File: src/rtl/attention_softmax_norm.sv
// Softmax normalisation stage: sums each row of E, takes the reciprocal and scales
// the row into an internal P array. FP32 add/div/mul go to shared external units.
module attention_softmax_norm #(
  parameter  int unsigned T      = 8,
  parameter  int unsigned DATA_W = 32,
  localparam int unsigned T_W    = (T <= 1) ? 1 : $clog2(T)
) (
  input  logic              clk,
  input  logic              rst,
  input  logic              start,
  output logic              busy,
  output logic              done,
  output logic [T-1:0]      row_zero,
  output logic              e_re,
  output logic [T_W-1:0]    e_tq,
  output logic [T_W-1:0]    e_tk,
  input  logic [DATA_W-1:0] e_rdata,
  input  logic              e_rvalid,
  output logic              add_start,
  output logic [31:0]       add_a,
  output logic [31:0]       add_b,
  input  logic              add_done,
  input  logic [31:0]       add_z,
  output logic              div_start,
  output logic [31:0]       div_a,
  output logic [31:0]       div_b,
  input  logic              div_done,
  input  logic [31:0]       div_z,
  output logic              mul_start,
  output logic [31:0]       mul_a,
  output logic [31:0]       mul_b,
  input  logic              mul_done,
  input  logic [31:0]       mul_z,
  input  logic              p_re,
  input  logic [T_W-1:0]    p_tq,
  input  logic [T_W-1:0]    p_tk,
  output logic [DATA_W-1:0] p_rdata,
  output logic              p_rvalid
);

  localparam logic [31:0]    FP_ONE = 32'h3F80_0000;
  localparam logic [T_W-1:0] LAST   = T_W'(T - 1);

  typedef enum logic [3:0] {
    S_IDLE, S_SUM_REQ, S_SUM_WAIT, S_ADD_WAIT, S_DIV_WAIT,
    S_MUL_ISSUE, S_MUL_WAIT, S_NEXT_ROW, S_DONE
  } state_t;

  state_t              state_q, state_d;
  logic [T_W-1:0]      r_q, r_d, c_q, c_d;
  logic [DATA_W-1:0]   acc_q, acc_d, recip_q, recip_d;
  logic [T-1:0]        row_zero_q, row_zero_d;
  logic                busy_q, busy_d, done_q, done_d;
  logic                e_re_q, e_re_d;
  logic [T_W-1:0]      e_tq_q, e_tq_d, e_tk_q, e_tk_d;
  logic                add_start_q, add_start_d, div_start_q, div_start_d;
  logic                mul_start_q, mul_start_d;
  logic [31:0]         add_a_q, add_a_d, add_b_q, add_b_d;
  logic [31:0]         div_a_q, div_a_d, div_b_q, div_b_d;
  logic [31:0]         mul_a_q, mul_a_d, mul_b_q, mul_b_d;
  logic                p_rvalid_q;
  logic [DATA_W-1:0]   p_rdata_q;

  logic [DATA_W-1:0]   rowbuf_q [T];
  logic [DATA_W-1:0]   p_q      [T][T];

  logic                rowbuf_we, p_we, p_row_clr, sum_fin, last_col;
  logic [DATA_W-1:0]   p_wdata, sum_val;

  assign last_col = (c_q == LAST);

  always_ff @(posedge clk or posedge rst) begin
    if (rst) begin
      state_q     <= S_IDLE;
      r_q         <= '0;
      c_q         <= '0;
      acc_q       <= '0;
      recip_q     <= '0;
      row_zero_q  <= '0;
      busy_q      <= 1'b0;
      done_q      <= 1'b0;
      e_re_q      <= 1'b0;
      e_tq_q      <= '0;
      e_tk_q      <= '0;
      add_start_q <= 1'b0;
      add_a_q     <= '0;
      add_b_q     <= '0;
      div_start_q <= 1'b0;
      div_a_q     <= '0;
      div_b_q     <= '0;
      mul_start_q <= 1'b0;
      mul_a_q     <= '0;
      mul_b_q     <= '0;
    end else begin
      state_q     <= state_d;
      r_q         <= r_d;
      c_q         <= c_d;
      acc_q       <= acc_d;
      recip_q     <= recip_d;
      row_zero_q  <= row_zero_d;
      busy_q      <= busy_d;
      done_q      <= done_d;
      e_re_q      <= e_re_d;
      e_tq_q      <= e_tq_d;
      e_tk_q      <= e_tk_d;
      add_start_q <= add_start_d;
      add_a_q     <= add_a_d;
      add_b_q     <= add_b_d;
      div_start_q <= div_start_d;
      div_a_q     <= div_a_d;
      div_b_q     <= div_b_d;
      mul_start_q <= mul_start_d;
      mul_a_q     <= mul_a_d;
      mul_b_q     <= mul_b_d;
    end
  end

  always_comb begin
    state_d     = state_q;
    r_d         = r_q;
    c_d         = c_q;
    acc_d       = acc_q;
    recip_d     = recip_q;
    row_zero_d  = row_zero_q;
    e_re_d      = 1'b0;
    e_tq_d      = e_tq_q;
    e_tk_d      = e_tk_q;
    add_start_d = 1'b0;
    add_a_d     = add_a_q;
    add_b_d     = add_b_q;
    div_start_d = 1'b0;
    div_a_d     = div_a_q;
    div_b_d     = div_b_q;
    mul_start_d = 1'b0;
    mul_a_d     = mul_a_q;
    mul_b_d     = mul_b_q;
    rowbuf_we   = 1'b0;
    p_we        = 1'b0;
    p_row_clr   = 1'b0;
    p_wdata     = '0;
    sum_fin     = 1'b0;
    sum_val     = acc_q;

    case (state_q)
      S_IDLE: begin
        if (start) begin
          r_d        = '0;
          c_d        = '0;
          row_zero_d = '0;
          state_d    = S_SUM_REQ;
        end
      end
      S_SUM_REQ: state_d = S_SUM_WAIT;
      S_SUM_WAIT: begin
        if (e_rvalid) begin
          rowbuf_we = 1'b1;
          if (c_q == '0) begin
            acc_d = e_rdata;
            if (last_col) begin
              sum_fin = 1'b1;
              sum_val = e_rdata;
            end else begin
              c_d     = c_q + T_W'(1);
              state_d = S_SUM_REQ;
            end
          end else begin
            add_start_d = 1'b1;
            add_a_d     = acc_q;
            add_b_d     = e_rdata;
            state_d     = S_ADD_WAIT;
          end
        end
      end
      S_ADD_WAIT: begin
        if (add_done) begin
          acc_d = add_z;
          if (last_col) begin
            sum_fin = 1'b1;
            sum_val = add_z;
          end else begin
            c_d     = c_q + T_W'(1);
            state_d = S_SUM_REQ;
          end
        end
      end
      S_DIV_WAIT: begin
        if (div_done) begin
          recip_d = div_z;
          c_d     = '0;
          state_d = S_MUL_ISSUE;
        end
      end
      S_MUL_ISSUE: begin
        // Zero elements (masked positions) bypass the multiplier and write +0.
        if (rowbuf_q[c_q][30:0] == '0) begin
          p_we    = 1'b1;
          state_d = last_col ? S_NEXT_ROW : S_MUL_ISSUE;
          if (!last_col) c_d = c_q + T_W'(1);
        end else begin
          mul_start_d = 1'b1;
          mul_a_d     = rowbuf_q[c_q];
          mul_b_d     = recip_q;
          state_d     = S_MUL_WAIT;
        end
      end
      S_MUL_WAIT: begin
        if (mul_done) begin
          p_we    = 1'b1;
          p_wdata = mul_z;
          state_d = last_col ? S_NEXT_ROW : S_MUL_ISSUE;
          if (!last_col) c_d = c_q + T_W'(1);
        end
      end
      S_NEXT_ROW: begin
        if (r_q == LAST) begin
          state_d = S_DONE;
        end else begin
          r_d     = r_q + T_W'(1);
          c_d     = '0;
          state_d = S_SUM_REQ;
        end
      end
      S_DONE:  state_d = S_IDLE;
      default: state_d = S_IDLE;
    endcase

    // Row sum complete: a +/-0 sum marks the row and zero-fills it without dividing.
    if (sum_fin) begin
      if (sum_val[30:0] == '0) begin
        row_zero_d[r_q] = 1'b1;
        p_row_clr       = 1'b1;
        state_d         = S_NEXT_ROW;
      end else begin
        div_start_d = 1'b1;
        div_a_d     = FP_ONE;
        div_b_d     = sum_val;
        state_d     = S_DIV_WAIT;
      end
    end

    // The E read is launched on entry so it is visible during the SUM_REQ cycle.
    if (state_d == S_SUM_REQ) begin
      e_re_d = 1'b1;
      e_tq_d = r_d;
      e_tk_d = c_d;
    end

    busy_d = (state_d != S_IDLE) && (state_d != S_DONE);
    done_d = (state_d == S_DONE);
  end

  always_ff @(posedge clk or posedge rst) begin
    if (rst) begin
      for (int i = 0; i < int'(T); i++) rowbuf_q[i] <= '0;
    end else if (rowbuf_we) begin
      rowbuf_q[c_q] <= e_rdata;
    end
  end

  always_ff @(posedge clk or posedge rst) begin
    if (rst) begin
      for (int i = 0; i < int'(T); i++)
        for (int j = 0; j < int'(T); j++) p_q[i][j] <= '0;
    end else if (p_row_clr) begin
      for (int j = 0; j < int'(T); j++) p_q[r_q][j] <= '0;
    end else if (p_we) begin
      p_q[r_q][c_q] <= p_wdata;
    end
  end

  // P read port samples the array before any same-edge write lands.
  always_ff @(posedge clk or posedge rst) begin
    if (rst) begin
      p_rvalid_q <= 1'b0;
      p_rdata_q  <= '0;
    end else begin
      p_rvalid_q <= p_re;
      if (p_re) p_rdata_q <= p_q[p_tq][p_tk];
    end
  end

  assign busy      = busy_q;
  assign done      = done_q;
  assign row_zero  = row_zero_q;
  assign e_re      = e_re_q;
  assign e_tq      = e_tq_q;
  assign e_tk      = e_tk_q;
  assign add_start = add_start_q;
  assign add_a     = add_a_q;
  assign add_b     = add_b_q;
  assign div_start = div_start_q;
  assign div_a     = div_a_q;
  assign div_b     = div_b_q;
  assign mul_start = mul_start_q;
  assign mul_a     = mul_a_q;
  assign mul_b     = mul_b_q;
  assign p_rvalid  = p_rvalid_q;
  assign p_rdata   = p_rdata_q;

endmodule
File: config.mk
export PLATFORM = sky130hd
export DESIGN_NAME = attention_softmax_norm
export DESIGN_NICKNAME = d
export VERILOG_FILES = /design/src/rtl/attention_softmax_norm.sv
export SDC_FILE = /design/constraint.sdc
export NUM_CORES = 2
export LEC_CHECK = 0
export ABC_CLOCK_PERIOD_IN_PS = 89600
export CAP_MARGIN = 30
export CORE_MARGIN = 2
export CORE_UTILIZATION = 36
export CTS_CLUSTER_DIAMETER = 50
export CTS_CLUSTER_SIZE = 8
export DETAILED_ROUTE_END_ITERATION = 6
export PLACE_DENSITY = 0.53
export REMOVE_ABC_BUFFERS = 1
export SLEW_MARGIN = 10
export SYNTH_ARGS = -nofsm -noshare
export SYNTH_HDL_FRONTEND = slang
export SYNTH_SLANG_ARGS = --single-unit
export TNS_END_PERCENT = 10
File: constraint.sdc
create_clock -name clk -period 89.6 [get_ports clk]
set_input_delay 13.44 -clock clk [delete_from_list [all_inputs] [get_ports clk]]
set_output_delay 13.44 -clock clk [all_outputs]
set_load 0.01 [all_outputs]
## Word level (Yosys, flattened, before mapping)

Index checks and enable logic that the tools add are counted.

| word-level totals | value |
|---|---|
| register bits | 2,592 |
| output and inout port bits | 245 |
| logic and storage cells | 256 |

| operators by class | value |
|---|---|
| add/sub/neg operators | 2 |
| magnitude comparators | 8 |
| equal/unequal tests | 15 |
| multiplexer cells | 97 |
| bitwise logic cells | 24 |
| reduce and logical (&&, ||, !) cells | 16 |

Operator list:

| kind | count |
|---|---|
| 2048-bit AND | 8 |
| 2048-bit NOT | 8 |
| 256-bit demux with 3-bit select | 9 |
| 2048-bit two-way mux | 2 |
| 2048-bit bitwise mux | 1 |
| 256-bit two-way mux | 4 |
| 256-bit binary-select mux with 3-bit select | 1 |
| 32-bit two-way mux | 16 |
| 256-bit bitwise mux | 1 |
| 224-bit two-way mux | 1 |
| 32-bit binary-select mux with 3-bit select | 2 |
| 192-bit two-way mux | 1 |
| 160-bit two-way mux | 1 |
| 128-bit two-way mux | 1 |
| 32-bit case mux with 2 select lines | 2 |
| 32-bit demux with 3-bit select | 1 |
| 96-bit two-way mux | 1 |
| 64-bit two-way mux | 1 |
| 31-bit zero test | 2 |
| 4-bit two-way mux | 9 |
| 3-bit two-way mux | 11 |
| 8-bit two-way mux | 4 |
| 4-bit case mux with 8 select lines | 1 |
| 3-bit case mux with 7 select lines | 1 |
| other kinds (28) | 73 |

## Longest topological paths before layout

| depth | value |
|---|---|
| depth after elaboration | 15 |
| depth in mapped cells | 13 |
| mapped depth without buffers | 9 |

## Worst setup path after synthesis

Ideal clock, no wire load.

| timing path | value |
|---|---|
| path type | input to register |
| from | input p_tq[1] |
| to | register p_rdata_q[0], in the netlist p_rdata[0] |
| setup time | 0.125 ns |
| arrival | 16.384 ns |
| required time | 89.475 ns |
| slack | 73.091 ns |
| cell stages on the path | 8 |
| cells stage by stage | clkbuf_1 -> buf_1 -> clkbuf_1 -> buf_1 -> mux4_2 -> mux4_2 -> mux4_2 -> mux2_2 |

| on the way | value |
|---|---|
| longest elaborated chain between the ends | 7 |

RTL lines:

| element | RTL line | RTL |
|---|---|---|
| from (decl) | 35 | `input logic [T_W-1:0] p_tq,` |
| 3-bit NOT with 4-bit output (implied by the code) | 278 | `if (p_re) p_rdata_q <= p_q[p_tq][p_tk];` |
| 256-bit binary-select mux with 3-bit select | 278 |  |
| 256-bit two-way mux (implied by the code) (2 in series) | 278 |  |
| 32-bit binary-select mux with 3-bit select | 278 |  |
| 32-bit two-way mux (implied by the code) (2 in series) | 278 |  |
| to (signal assigned) | 278 |  |
| to (decl) | 62 | `logic [DATA_W-1:0] p_rdata_q;` |

No other way between the ends. The select of a mux whose other input is x is not followed.
A chain may end at the register's enable or synchronous reset.

## Worst setup path after layout

| timing path | value |
|---|---|
| from | input p_tq[0] |
| to | register p_rdata_q[6], in the netlist p_rdata[6] |

The elaborated chain is that of the path after synthesis.

==> qor.yml <==
cp.arrival_ps: 18780
syn_area_um2: 123000
ys_async_sr_fraction_pct: 100
max_freq_mhz: 55.6
routed_wl_um: 437000
gr-usage-all-layers_pct: 25.1
synth_warnings: 0
gp_congestion: 0.814
cts.sinks: 2592
start_util_pct: 36.2
overflow: 0
port_buffers: 361
grt_max_degree: 168
tritoncts: "done"
grt_pass1_vias: 87600
via_per_inst: 5.73
layout_min_cycle_time_ps: 17970
slew_violations: 0
drc: 0
period_share_pct: 20.1
hpwl_um: 250000
num_vias: 81800
p_leak_nw: 58.4
grt_pass1_wl_um: 637000
p_seq_share_pct: 44.0
core.rowCount: 214
antenna_found_initial: 35
slew_headroom_pct: 18.3
core-area_um2: 340000
clockBufferDepth: 4
cts.repair.resized: 0
rsz0062_at_grt: "no"
cp.required_ps: 90400
clk_latency_ps: 960
wl_per_cell_um: 30.6
nets: 9769
synthCells: 9555
setup_ws_ps: 71630
p_comb_share_pct: 10.1
setup_viol_count_final: 0
setup_tns_ps: 0
status: "finished, final reports clean"
clkTransAtPathRegs_ps: 50
worst_slew_pin_slew_ps: 1230
cp-start-kind: "input port"
ys_ff_latch: 2592
critPathKind: "in2reg"
hold_path_class: "reg2reg"
p_int_mw: 2.16
cts_hold_buffers: 0
htree_levels: 5
max-vdd-ir-drop_mv: 0.0171
drive_gt1_share_pct: 20.6
fin_skew_ps: 63.0
dieWidth_um: 588
avgSynthCellArea_um2: 12.9
hold_viol: 0
synth_edf_count: 0
cp-end-kind: "flip-flop"
netSwitchingPower_mw: 0.727
crit_path_max_fanout: 94
die_h_um: 588
ys_types: 57
die_area_um2: 346000
ys_seq_area_share_pct: 52.8
post_cts_buffers: 0
root_buffer: "clkbuf_16"
pwr_density_cell_nw_per_um2: 20.4
dp_slack_ps: 70610
timing.max_cap.violations: 0
io_pins: 387
p_clk_share_pct: 45.8
drtAntennaViolNets: 0
ys.flop_type: "dfrtp_1"
first_pass_iters: 6
area_growth_pct: 15.2
cts_buffers: 378
switching_share_pct: 25.2
drt_first_iter_violations: 7990
==> layout by cell type, fill, tap and decap left out, types with 21 or more instances in the layout <==
| master | n |
|---|---|
| buf_4 | 212 |
| clkbuf_1 | 29 |
| clkdlybuf4s50_1 | 354 |
| conb_1 | 25 |
| mux2_2 | 412 |
| mux4_2 | 730 |
| a21oi_1 | 28 |
| nor2_1 | 52 |
| diode_2 | 23 |
| nand3_1 | 57 |
| dfrtp_1 | 2590 |
| o21ai_0 | 105 |
| clkbuf_8 | 25 |
| nand2_1 | 2319 |
| a22o_1 | 29 |
| o22ai_1 | 56 |
| mux2i_1 | 1947 |
| buf_16 | 34 |
| nand2_2 | 39 |
| buf_12 | 21 |
| a211oi_4 | 55 |
| clkbuf_16 | 384 |
==> path summary, 6_finish.rpt <==
path                                        from                endpoint  slack [ps]  depth (start not counted)
hold reg to reg            acc_q[19]$_DFFE_PP0P_   add_a[19]$_DFFE_PP0P_         460                          2
setup / recovery                         p_tq[0]  p_rdata[6]$_DFFE_PP0P_       71630                          9
hold / removal             acc_q[19]$_DFFE_PP0P_   add_a[19]$_DFFE_PP0P_         460                          2
setup reg to reg                c_q[0]$_DFF_PP0_    p_q[916]$_DFFE_PP0P_       82270                         11
max in group asynchronous                    rst    p_q[212]$_DFFE_PP0P_       71970                          8
min in group asynchronous                    rst   div_a[23]$_DFFE_PP0P_       13070                          2
==> layout make-up <==
cell class / count / area, µm²
Antenna cell: 23 / 57.6
Clock buffer: 437 / 10000
Clock inverter: 38 / 520
Fill cell: 31200 / 198000
Inverter: 10 / 45.0
Multi-Input combinational cell: 6012 / 53800
Sequential cell: 2592 / 64900
Tap cell: 4536 / 5680
Timing Repair Buffer: 630 / 6590
==> cell usage after synthesis (5+ instances only) <==
cell	number	area, µm²
nand3_1	61	305
a31oi_1	21	131
mux2i_1	1947	19500
nor2_1	55	206
a21oi_2	5	43.8
nand2b_1	7	43.8
buf_4	103	773
nor4_1	13	81.3
nor3_1	16	80.1
buf_6	96	1080
a211oi_4	30	601
mux4_2	730	16400
nand2_1	2361	8860
dfrtp_1	2592	64900
a21oi_1	29	145
buf_2	34	170
nor2b_1	7	43.8
clkbuf_1	624	2340
o22ai_1	56	350
and3_1	5	31.3
nand4_1	5	31.3
a211oi_2	24	300
or2_2	7	43.8
a22o_1	29	254
buf_1	108	405
a32o_1	14	140
mux2_2	412	4640
o21ai_0	106	531
inv_1	9	33.8
==> power groups by stage <==
| stage | clock (mW) | sequential [mW] | combinational, mW |
|---|---|---|---|
| finish | 1.32 | 1.27 | 0.293 |
| global route | 1.39 | 1.28 | 0.318 |
| CTS | 1.34 | 1.27 | 0.297 |
| detailed placement | 0 | 1.29 | 0.296 |
| global placement | 0 | 1.28 | 0.290 |
| floorplan | 0 | 1.30 | 0.163 |
==> logic make-up after synthesis <==
| kind of cell | count (synthesis) | share of synthesized area (%) |
|---|---|---|
| multiplexers | 3089 | 33.0 |
| flip-flops | 2592 | 52.8 |
| AND/OR/NAND/NOR | 2553 | 8.03 |
| buffers and inverters | 975 | 3.91 |
| AO/OA/AOI/OAI | 342 | 2.21 |
| adder cells (fa/ha/maj) | 3 | 0.0306 |
| other | 1 | 0.00305 |
==> flip-flops by register name, summed over array words and instances (netlist names), 3 cells and up <==
register  flops
row_zero      8
acc_q        32
recip_q      32
e_tq          3
mul_a        32
rowbuf_q    256
mul_b        32
add_b        32
e_tk          3
state_q       4
c_q           3
p_q        2048
r_q           3
p_rdata      32
add_a        32
div_b        32
==> stage by stage <==
step / instances / hold slack, ps / util [%] / power [mW] / instance area [µm²]
floorplan: 8614 / 439 / - / 1.46 / 118000
finish: 14300 / 464 / 41.7 / 2.88 / 142000
global route: 14300 / 493 / 41.7 / 2.99 / 142000
CTS: 14200 / 466 / 41.5 / 2.91 / 141000
detailed placement: 13800 / 463 / 38.4 / 1.58 / 131000
global placement: 13700 / 447 / 38.2 / 1.57 / 130000
==> layer usage <==
metal	vias to the layer above	wire length (µm)	part of all wire, %	GRT usage, %
li1	33600	-	-	-
met1	44100	182000	42	33.3
met2	3311	203000	46	40.0
met3	792	35100	8.0	5.61
met4	10	17400	4.0	9.60
met5	-	58	0.013	0
==> worst max-delay path, stage by stage <==
cell and delay [ps]:
buf_8 420, buf_12 630, buf_4 720, buf_12 480, buf_4 680, mux4_2 590
mux4_2 550, mux4_2 500, mux2_2 270
(Power assumes the default switching activity.)
